File: src/rtl/pipe_ctrl_pkg.sv
// rtl/pipe_ctrl_pkg.sv - shared widths, select encoding and Tuse/Tnew constants
// Imported by the hazard controller and by the D-stage decoder.
package pipe_ctrl_pkg;

  localparam int AW = 5;
  localparam int TW = 2;

  localparam int FWD_RF = 0;

  localparam int TNEW_ALU      = 1;
  localparam int TNEW_LOAD     = 2;
  localparam int TUSE_BR       = 0;
  localparam int TUSE_ALU      = 1;
  localparam int TUSE_STORE_RT = 2;

  typedef struct packed {
    logic [AW-1:0] a3;
    logic [TW-1:0] tnew;
  } slot_t;

  function automatic logic [TW-1:0] tnew_dec(input logic [TW-1:0] t);
    return (t == '0) ? t : t - 1'b1;
  endfunction

endpackage

File: src/rtl/pipe_hazard_ctrl_if.sv
// rtl/pipe_hazard_ctrl_if.sv - D-stage decoder <-> hazard controller bundle
interface pipe_hazard_ctrl_if #(
  parameter int DEPTH = 3
);
  import pipe_ctrl_pkg::*;

  localparam int SW = $clog2(DEPTH + 1);

  logic          d_valid;
  logic [AW-1:0] d_rs;
  logic [AW-1:0] d_rt;
  logic          d_use_rs;
  logic          d_use_rt;
  logic [TW-1:0] d_tuse_rs;
  logic [TW-1:0] d_tuse_rt;
  logic [AW-1:0] d_a3;
  logic [TW-1:0] d_tnew;
  logic          d_md_start;
  logic          d_md_div;
  logic          d_md_use;
  logic          flush;
  logic          stall;
  logic [SW-1:0] fwd_rs_sel;
  logic [SW-1:0] fwd_rt_sel;
  logic          md_busy;

  modport master (
    output d_valid, d_rs, d_rt, d_use_rs, d_use_rt, d_tuse_rs, d_tuse_rt,
           d_a3, d_tnew, d_md_start, d_md_div, d_md_use, flush,
    input  stall, fwd_rs_sel, fwd_rt_sel, md_busy
  );

  modport slave (
    input  d_valid, d_rs, d_rt, d_use_rs, d_use_rt, d_tuse_rs, d_tuse_rt,
           d_a3, d_tnew, d_md_start, d_md_div, d_md_use, flush,
    output stall, fwd_rs_sel, fwd_rt_sel, md_busy
  );

endinterface

File: src/rtl/md_busy_counter.sv
// rtl/md_busy_counter.sv - HI/LO unit busy counter
// Loaded when an MD op leaves E; counts down to zero and holds.
module md_busy_counter #(
  parameter int CW       = 4,
  parameter int MULT_LAT = 5,
  parameter int DIV_LAT  = 10
) (
  input  logic clk,
  input  logic reset_n,
  input  logic load_i,
  input  logic div_i,
  output logic busy_o
);

  logic [CW-1:0] cnt_q, cnt_d;

  always_comb begin
    cnt_d = cnt_q;
    if (load_i) begin
      cnt_d = div_i ? CW'(DIV_LAT) : CW'(MULT_LAT);
    end else if (cnt_q != '0) begin
      cnt_d = cnt_q - 1'b1;
    end
  end

  always_ff @(posedge clk or negedge reset_n) begin
    if (!reset_n) begin
      cnt_q <= '0;
    end else begin
      cnt_q <= cnt_d;
    end
  end

  assign busy_o = (cnt_q != '0);

endmodule

File: src/rtl/pipe_hazard_ctrl.sv
// rtl/pipe_hazard_ctrl.sv - Tuse/Tnew scoreboard, stall and forward-select generation
// Slot 0 is E; slots shift every cycle because E onward never stalls.
module pipe_hazard_ctrl
  import pipe_ctrl_pkg::*;
#(
  parameter int DEPTH    = 3,
  parameter int MULT_LAT = 5,
  parameter int DIV_LAT  = 10,
  parameter int CW       = 4
) (
  input  logic              clk,
  input  logic              reset_n,
  pipe_hazard_ctrl_if.slave hz
);

  localparam int SW = $clog2(DEPTH + 1);

  typedef struct packed {
    logic          stall;
    logic [SW-1:0] sel;
  } src_res_t;

  slot_t            slot_q [DEPTH];
  slot_t            slot_d [DEPTH];
  logic             md0_q, md0_d;
  logic             md0_div_q, md0_div_d;
  logic [DEPTH-1:0] hit_rs, hit_rt;
  src_res_t         res_rs, res_rt;
  logic             md_busy, stall_md, stall, issue;

  // Only the youngest matching slot counts, so a pending younger write hides older ready ones.
  function automatic src_res_t resolve(input logic [DEPTH-1:0] hit, input logic use_src,
                                       input logic [TW-1:0] tuse);
    src_res_t r;
    logic     found;
    r     = '{stall: 1'b0, sel: SW'(FWD_RF)};
    found = 1'b0;
    for (int k = 0; k < DEPTH; k++) begin
      if (!found && hit[k]) begin
        found   = 1'b1;
        r.stall = use_src && (slot_q[k].tnew > tuse);
        if (slot_q[k].tnew == '0) r.sel = SW'(k + 1);
      end
    end
    return r;
  endfunction

  for (genvar k = 0; k < DEPTH; k++) begin : g_cmp
    assign hit_rs[k] = (hz.d_rs != '0) && (slot_q[k].a3 == hz.d_rs);
    assign hit_rt[k] = (hz.d_rt != '0) && (slot_q[k].a3 == hz.d_rt);
  end

  always_comb begin
    res_rs = resolve(hit_rs, hz.d_use_rs, hz.d_tuse_rs);
    res_rt = resolve(hit_rt, hz.d_use_rt, hz.d_tuse_rt);
  end

  // md0_q covers the E cycle of an MD op before the counter is loaded.
  assign stall_md  = hz.d_md_use && hz.d_valid && (md_busy || md0_q);
  assign stall     = hz.d_valid && (res_rs.stall || res_rt.stall || stall_md);
  assign issue     = hz.d_valid && !stall && !hz.flush;
  assign md0_d     = issue && hz.d_md_start;
  assign md0_div_d = md0_d && hz.d_md_div;

  assign slot_d[0] = issue ? slot_t'{a3: hz.d_a3, tnew: hz.d_tnew} : '0;
  for (genvar k = 1; k < DEPTH; k++) begin : g_adv
    assign slot_d[k] = slot_t'{a3: slot_q[k-1].a3, tnew: tnew_dec(slot_q[k-1].tnew)};
  end

  always_ff @(posedge clk or negedge reset_n) begin
    if (!reset_n) begin
      for (int k = 0; k < DEPTH; k++) slot_q[k] <= '0;
      md0_q     <= 1'b0;
      md0_div_q <= 1'b0;
    end else begin
      for (int k = 0; k < DEPTH; k++) slot_q[k] <= slot_d[k];
      md0_q     <= md0_d;
      md0_div_q <= md0_div_d;
    end
  end

  md_busy_counter #(
    .CW       (CW),
    .MULT_LAT (MULT_LAT),
    .DIV_LAT  (DIV_LAT)
  ) u_md_busy (
    .clk     (clk),
    .reset_n (reset_n),
    .load_i  (md0_q),
    .div_i   (md0_div_q),
    .busy_o  (md_busy)
  );

  assign hz.stall      = stall;
  assign hz.fwd_rs_sel = res_rs.sel;
  assign hz.fwd_rt_sel = res_rt.sel;
  assign hz.md_busy    = md_busy;

endmodule

File: src/flat_wrapper.sv
// flat-port wrapper written by rule: the top's interface ports become plain ports
module pipe_hazard_ctrl_flat import pipe_ctrl_pkg::*;
#(
  parameter int DEPTH    = 3,
  parameter int MULT_LAT = 5,
  parameter int DIV_LAT  = 10,
  parameter int CW       = 4
)
  (clk, reset_n, hz_d_valid, hz_d_rs, hz_d_rt, hz_d_use_rs, hz_d_use_rt, hz_d_tuse_rs, hz_d_tuse_rt, hz_d_a3, hz_d_tnew, hz_d_md_start, hz_d_md_div, hz_d_md_use, hz_flush, hz_stall, hz_fwd_rs_sel, hz_fwd_rt_sel, hz_md_busy);
  pipe_hazard_ctrl_if #(.DEPTH(DEPTH)) hz_i ();
  input  logic clk;
  input  logic reset_n;
  input wire logic [$bits(hz_i.d_valid)-1:0] hz_d_valid;
  input wire logic [$bits(hz_i.d_rs)-1:0] hz_d_rs;
  input wire logic [$bits(hz_i.d_rt)-1:0] hz_d_rt;
  input wire logic [$bits(hz_i.d_use_rs)-1:0] hz_d_use_rs;
  input wire logic [$bits(hz_i.d_use_rt)-1:0] hz_d_use_rt;
  input wire logic [$bits(hz_i.d_tuse_rs)-1:0] hz_d_tuse_rs;
  input wire logic [$bits(hz_i.d_tuse_rt)-1:0] hz_d_tuse_rt;
  input wire logic [$bits(hz_i.d_a3)-1:0] hz_d_a3;
  input wire logic [$bits(hz_i.d_tnew)-1:0] hz_d_tnew;
  input wire logic [$bits(hz_i.d_md_start)-1:0] hz_d_md_start;
  input wire logic [$bits(hz_i.d_md_div)-1:0] hz_d_md_div;
  input wire logic [$bits(hz_i.d_md_use)-1:0] hz_d_md_use;
  input wire logic [$bits(hz_i.flush)-1:0] hz_flush;
  output wire logic [$bits(hz_i.stall)-1:0] hz_stall;
  output wire logic [$bits(hz_i.fwd_rs_sel)-1:0] hz_fwd_rs_sel;
  output wire logic [$bits(hz_i.fwd_rt_sel)-1:0] hz_fwd_rt_sel;
  output wire logic [$bits(hz_i.md_busy)-1:0] hz_md_busy;
  assign hz_i.d_valid = hz_d_valid;
  assign hz_i.d_rs = hz_d_rs;
  assign hz_i.d_rt = hz_d_rt;
  assign hz_i.d_use_rs = hz_d_use_rs;
  assign hz_i.d_use_rt = hz_d_use_rt;
  assign hz_i.d_tuse_rs = hz_d_tuse_rs;
  assign hz_i.d_tuse_rt = hz_d_tuse_rt;
  assign hz_i.d_a3 = hz_d_a3;
  assign hz_i.d_tnew = hz_d_tnew;
  assign hz_i.d_md_start = hz_d_md_start;
  assign hz_i.d_md_div = hz_d_md_div;
  assign hz_i.d_md_use = hz_d_md_use;
  assign hz_i.flush = hz_flush;
  assign hz_stall = hz_i.stall;
  assign hz_fwd_rs_sel = hz_i.fwd_rs_sel;
  assign hz_fwd_rt_sel = hz_i.fwd_rt_sel;
  assign hz_md_busy = hz_i.md_busy;
  pipe_hazard_ctrl #(.DEPTH(DEPTH), .MULT_LAT(MULT_LAT), .DIV_LAT(DIV_LAT), .CW(CW)) u_core (.clk(clk), .reset_n(reset_n), .hz(hz_i));
endmodule
File: config.mk
export PLATFORM = sky130hd
export DESIGN_NAME = pipe_hazard_ctrl_flat
export DESIGN_NICKNAME = d
export VERILOG_FILES = /design/src/rtl/pipe_ctrl_pkg.sv /design/src/rtl/pipe_hazard_ctrl_if.sv /design/src/rtl/md_busy_counter.sv /design/src/rtl/pipe_hazard_ctrl.sv /design/src/flat_wrapper.sv
export SDC_FILE = /design/constraint.sdc
export NUM_CORES = 1
export LEC_CHECK = 0
export ABC_AREA = 1
export BUFFER_PORTS_ARGS = -buffer_cell sky130_fd_sc_hd__buf_2
export CAP_MARGIN = 20
export CORE_UTILIZATION = 50
export CTS_CLUSTER_DIAMETER = 200
export DETAILED_ROUTE_END_ITERATION = 6
export GPL_ROUTABILITY_DRIVEN = 0
export PLACE_DENSITY = 0.75
export SETUP_SLACK_MARGIN = 0.05
export SYNTH_ARGS = -nofsm -noshare
export SYNTH_HDL_FRONTEND = slang
export SYNTH_SLANG_ARGS = --single-unit
File: constraint.sdc
create_clock -name clk -period 3.2 [get_ports clk]
set_input_delay 0.64 -clock clk [delete_from_list [all_inputs] [get_ports clk]]
set_output_delay 0.64 -clock clk [all_outputs]
set_load 0.1 [all_outputs]
-- After elaboration in Yosys (flattened, before gate mapping)
Index checks and enable logic that the tools add are counted.
- flip-flop bits (word level): 27
- bits in latches: 0
- bits in writable memories: 0
- memory bits (read-only): 0
- input bits: 30
- output and inout bits: 6
- word-level logic and storage cells: 84
- memories: 0
- add/subtract/negate cells: 3
- multiply operators: 0
- divide/modulo/power cells: 0
- magnitude comparators: 6
- eq/ne operators: 6
- shift operators: 0
- mux-type cells: 21
- bitwise logic cells: 0
- reductions and logical operators: 39
- operators with widths (kind ; count):
    $eq 5x5->1 ; 6
    $logic_and 1x1->1 ; 23
    $mux 3 ; 6
    $gt 2x2->1 ; 6
    $mux 2 ; 6
    $mux 4 ; 3
    $reduce_bool 5->1 ; 2
    $mux 7 ; 1
    $logic_not 1->1 ; 6
    $logic_not 2->1 ; 3
    $mux 1 ; 5
    $reduce_bool 4->1 ; 1
    $sub 2x1->2 const B ; 2
    $sub 4x1->4 const B ; 1
    $logic_or 1x1->1 ; 3
    $reduce_bool 2->1 ; 1

-- Logic depth before layout (Yosys ltp)
- depth in word-level cells: 17
- gate-level depth with buffers: 12
- mapped depth without buffers: 12

-- Cells and area by module
Synthesis repeated with hierarchy kept, for this count alone.
- cell total of the unflattened synthesis: 261
- area, all modules: 1984.4 um^2
- by module, submodules not included (module ; instances ; cells each ; area an instance (um^2) ; sequential area each (um^2)):
    pipe_hazard_ctrl ; 1 ; 230 ; 1737.9 ; 575.6
    md_busy_counter ; 1 ; 31 ; 246.5 ; 100.1

-- Worst setup path after synthesis
No wires, ideal clock.
- path type: input to output
- start point: input port hz_d_rs[2]
- end point: output port hz_fwd_rs_sel[0]
- arrival time: 3.390 ns
- required time: 2.560 ns
- path slack: -0.830 ns
- stages: 5
- path buffers: 1
- path through: buf_6 -> xor2_1 -> nor2_4 -> nand2_2 -> o31ai_1
- cells in the longest elaborated chain, start to end: 9
- elaborated cells on any way between the ends: 18
- those cells by class: 3 x eq/ne; 7 x mux; 8 x reduce/logical
- ends and longest elaborated chain (element ; RTL line ; RTL):
    start: declaration ; flat_wrapper.sv:14 ; input wire logic [$bits(hz_i.d_rs)-1:0] hz_d_rs;
    $eq 5x5->1 / $reduce_bool 5->1 (equally long branches) ; pipe_hazard_ctrl.sv:49 ; assign hit_rs[k] = (hz.d_rs != '0) && (slot_q[k].a3 == hz.d_rs);
    $logic_and 1x1->1 ; pipe_hazard_ctrl.sv:49 ;
    $mux 1 ; pipe_hazard_ctrl.sv:39 ; if (!found && hit[k]) begin
    $logic_not 1->1 ; pipe_hazard_ctrl.sv:39 ;
    $logic_and 1x1->1 ; pipe_hazard_ctrl.sv:39 ;
    $mux 1 ; pipe_hazard_ctrl.sv:39 ;
    $logic_not 1->1 ; pipe_hazard_ctrl.sv:39 ;
    $logic_and 1x1->1 ; pipe_hazard_ctrl.sv:39 ;
    $mux 3 * ; pipe_hazard_ctrl.sv:39 ;
    end: declaration ; flat_wrapper.sv:27 ; output wire logic [$bits(hz_i.fwd_rs_sel)-1:0] hz_fwd_rs_sel;
Mark *: on every way between the ends. The rest lies on a longest branch, timed or not.

-- Worst setup path after layout
- start point: input port hz_d_tuse_rt[1]
- end point: output port hz_stall
- cells in the longest elaborated chain, start to end: 8
- elaborated cells on any way between the ends: 12
- those cells by class: 3 x order compare; 3 x mux; 6 x reduce/logical
- ends and longest elaborated chain (element ; RTL line ; RTL):
    start: declaration ; flat_wrapper.sv:19 ; input wire logic [$bits(hz_i.d_tuse_rt)-1:0] hz_d_tuse_rt;
    $gt 2x2->1 ; pipe_hazard_ctrl.sv:41 ; r.stall = use_src && (slot_q[k].tnew > tuse);
    $logic_and 1x1->1 ; pipe_hazard_ctrl.sv:41 ;
    $mux 3 (2 in series) ; pipe_hazard_ctrl.sv:39 ;
    $mux 3 * ; pipe_hazard_ctrl.sv:39 ;
    $logic_or 1x1->1 * (2 in series) ; pipe_hazard_ctrl.sv:60 ; assign stall = hz.d_valid && (res_rs.stall || res_rt.stall || stall_md);
    $logic_and 1x1->1 * ; pipe_hazard_ctrl.sv:60 ;
    end: declaration ; flat_wrapper.sv:26 ; output wire logic [$bits(hz_i.stall)-1:0] hz_stall;
Marked as above.

==> run summary <==
Yosys warning count = 0
worst r2r src = u_core.slot_q[15]$_DFF_PN0_
Layout fillers = 361
Die Y = 66.16 um
peak supply drop = 0.0002588 V
RSZ-0062 raised after global routing = false
Tmin final = 2830 ps
synthesized instance count = 287
CP startpoint kind = input pin
Register-to-Register Path Depth = 10
Slew Viols, Final = 0
Avg Vias per Cell = 4.810
remaining global-route overflow = 0
largest net degree at the start of global routing = 28
#FFs+latches synth = 27
Hold Buf Count CTS = 0
I/O pins = 36
clk_lat worst skew = 280 ps
final wirelength = 4068 um
CTS buffer count = 3
Area Growth Syn to Fin = 13.74%
Final HPWL DP = 3400 um
Starting Density = 54.18%
CTS tree = done
Setup crit end kind = primary output
reg2reg end = u_core.slot_q[14]$_DFF_PN0_
initial antenna violation count = 0
register area = 675.6 sq um
global-route usage over all layers = 22.28%
Pre-antenna DRT Iters = 4
Max Root-Sink Buffers = 2
cell leakage power = 1.348 nW
setup TNS = 0 ps
Hold Crit Class = input pin to asynchronous set/reset pin
Clock Pin Slew Worst Setup and Hold Paths = 100 ps
FP Rows = 22
Die Area = 4377 sq um
Rel. slew slack = 59.56%
Max-Cap Viols = 0
synth unique cells = 23
clk_skew = 13.29 ps
DR iter-0 viols = 88
Core Region = 3799 sq um
Post-CTS Setup Repair Bufs = 0
Final Hold Fails = 0
Layout Nets = 370
post-synth top area share = 32.83%
layout cells sized above 1 = 25.23%
first-pass GRT wire length = 7424 um
Slew @ Worst Pin = 606.6 ps
WS Path Type = input pin to primary output
Antenna Violating Nets Remaining = 0
Num Clock Sinks = 27
Final setup viols = 0
area leader, netlist = dfrtp_1
Final Util = 61.63%
antenna diode count = 0
CTS root buffer = clkbuf_8
Max FO, Critical Path = 3
Wirelength per Cell = 10.91 um
P per Cell Area = 404.4 nW/um^2
main area contributors after synthesis = dfrtp_1 33%, nand2_1 16%, inv_1 9.1%
Worst EP arrival = 2190 ps
syn_area_per_cell = 7.172 sq um
footprint of the multi-input gates = 1165 sq um
fmax = 0.3533 GHz
fin crit share = 88.44%
CP required = 2560 ps
Post-Syn Area = 2058 sq um
DRC errors left = 0
CTS resizes = 0
register area share after synthesis = 32.83%
Syn Nets = 331
vias = 1794
H-tree levels = 1
Die W = 66.16 um
Worst R2R Setup Slack = 1470 ps
I/O Buffers = 35
number of global-route vias before repair = 1725
status = finished, final reports clean
## per-layer routing
metal  GRT usage (%)  up-vias  routed length, um
met4           7.713        0                 63
met3           2.759        7                150
met1           30.21      806               1962
met5               0        -                  0
met2           36.48       35               1891
li1                -      946                  -
## placed cells by master (no fill, tap or decap), drive strengths merged, types with 2 or more instances in the layout
cell    netlist  routed
a21oi         7       7
buf           1      35
clkbuf        0       4
dfrtp        27      27
ha           14      14
inv          58      58
nand2        97      97
nand3        15      15
nand4         9       9
nor2         41      41
o21ai         2       2
o31ai         2       2
xnor2         7       7
xor2          5       5
## area by class of cell
| cell class | count | share of cell area (%) |
|---|---|---|
| multi-input cells | 201 | 49.76 |
| flip-flops and latches | 27 | 28.86 |
| inverters | 58 | 9.407 |
| repair buffers | 35 | 7.483 |
| well taps | 48 | 2.565 |
| clock buffers | 4 | 1.924 |
## sequential cells by signal (all words and copies together), names as in the netlist
signal / count
u_core.slot_d: 10
u_core.md0_div_q: 1
u_core.u_md_busy.cnt_q: 4
u_core.md0_q: 1
u_core.slot_q: 11
## worst max-delay path by stage
stage / startpoint / endpoint / slack (ps) / depth (start not counted)
4_1_cts: u_core.slot_q[15]$_DFF_PN0_ / hz_stall / 380 / 10
3_3_place_gp: hz_d_tuse_rt[1] / hz_stall / 410 / 11
2_1_floorplan: hz_d_rs[2] / hz_fwd_rs_sel[0] / 40 / 5
3_5_place_dp: hz_d_tuse_rt[1] / hz_stall / 390 / 12
5_1_grt: u_core.slot_q[14]$_DFF_PN0_ / hz_stall / 240 / 10
6_report: hz_d_tuse_rt[1] / hz_stall / 370 / 12
## per-stage QoR
stage / instance area, sq um / setup WS (ps) / hold WS, ps / instances / power, mW
3_3_place_gp: 2296 / 411.7 / 417.8 / 369 / 0.7475
4_1_cts: 2341 / 383.4 / 379.3 / 373 / 0.9560
3_5_place_dp: 2296 / 389.7 / 419.1 / 369 / 0.7557
2_1_floorplan: 2072 / 44.03 / 344.4 / 287 / 0.6745
5_1_grt: 2341 / 239.1 / 409.9 / 373 / 1.012
6_report: 2341 / 369.9 / 350.7 / 373 / 0.9467
## report_power, final
part	internal, mW	switching, mW
clock network	0.0894	0.110
registers	0.380	0.0286
logic	0.118	0.220
total	0.588	0.359
## cells by family (layout without fill, tap and decap cells)
group / Yosys count / count (layout) / share of synthesized area (%)
AO/OA/AOI/OAI: 12 / 12 / 3.404
XOR/XNOR: 12 / 12 / 5.106
adder cells (fa/ha/maj): 14 / 14 / 8.511
buffers and inverters: 59 / 97 / 11.25
flip-flops: 27 / 27 / 32.83
AND/OR/NAND/NOR: 163 / 163 / 38.91
## critical path: stages
cell	delay, ps
buf_2	70
inv_1	60
ha_1	290
inv_1	40
nor2_1	80
nor2_1	50
nor2_1	120
nand4_1	130
nand3_2	100
nor2_4	60
a21oi_2	120
buf_2	430
## cell usage after synthesis (all sizes together)
library cell / number
a21oi: 7
buf: 1
dfrtp: 27
ha: 14
inv: 58
nand2: 97
nand3: 15
nand4: 9
nor2: 41
nor3: 1
o211a: 1
o21ai: 2
o31ai: 2
xnor2: 7
xor2: 5
No activity file was read; power rests on OpenSTA's default activity.
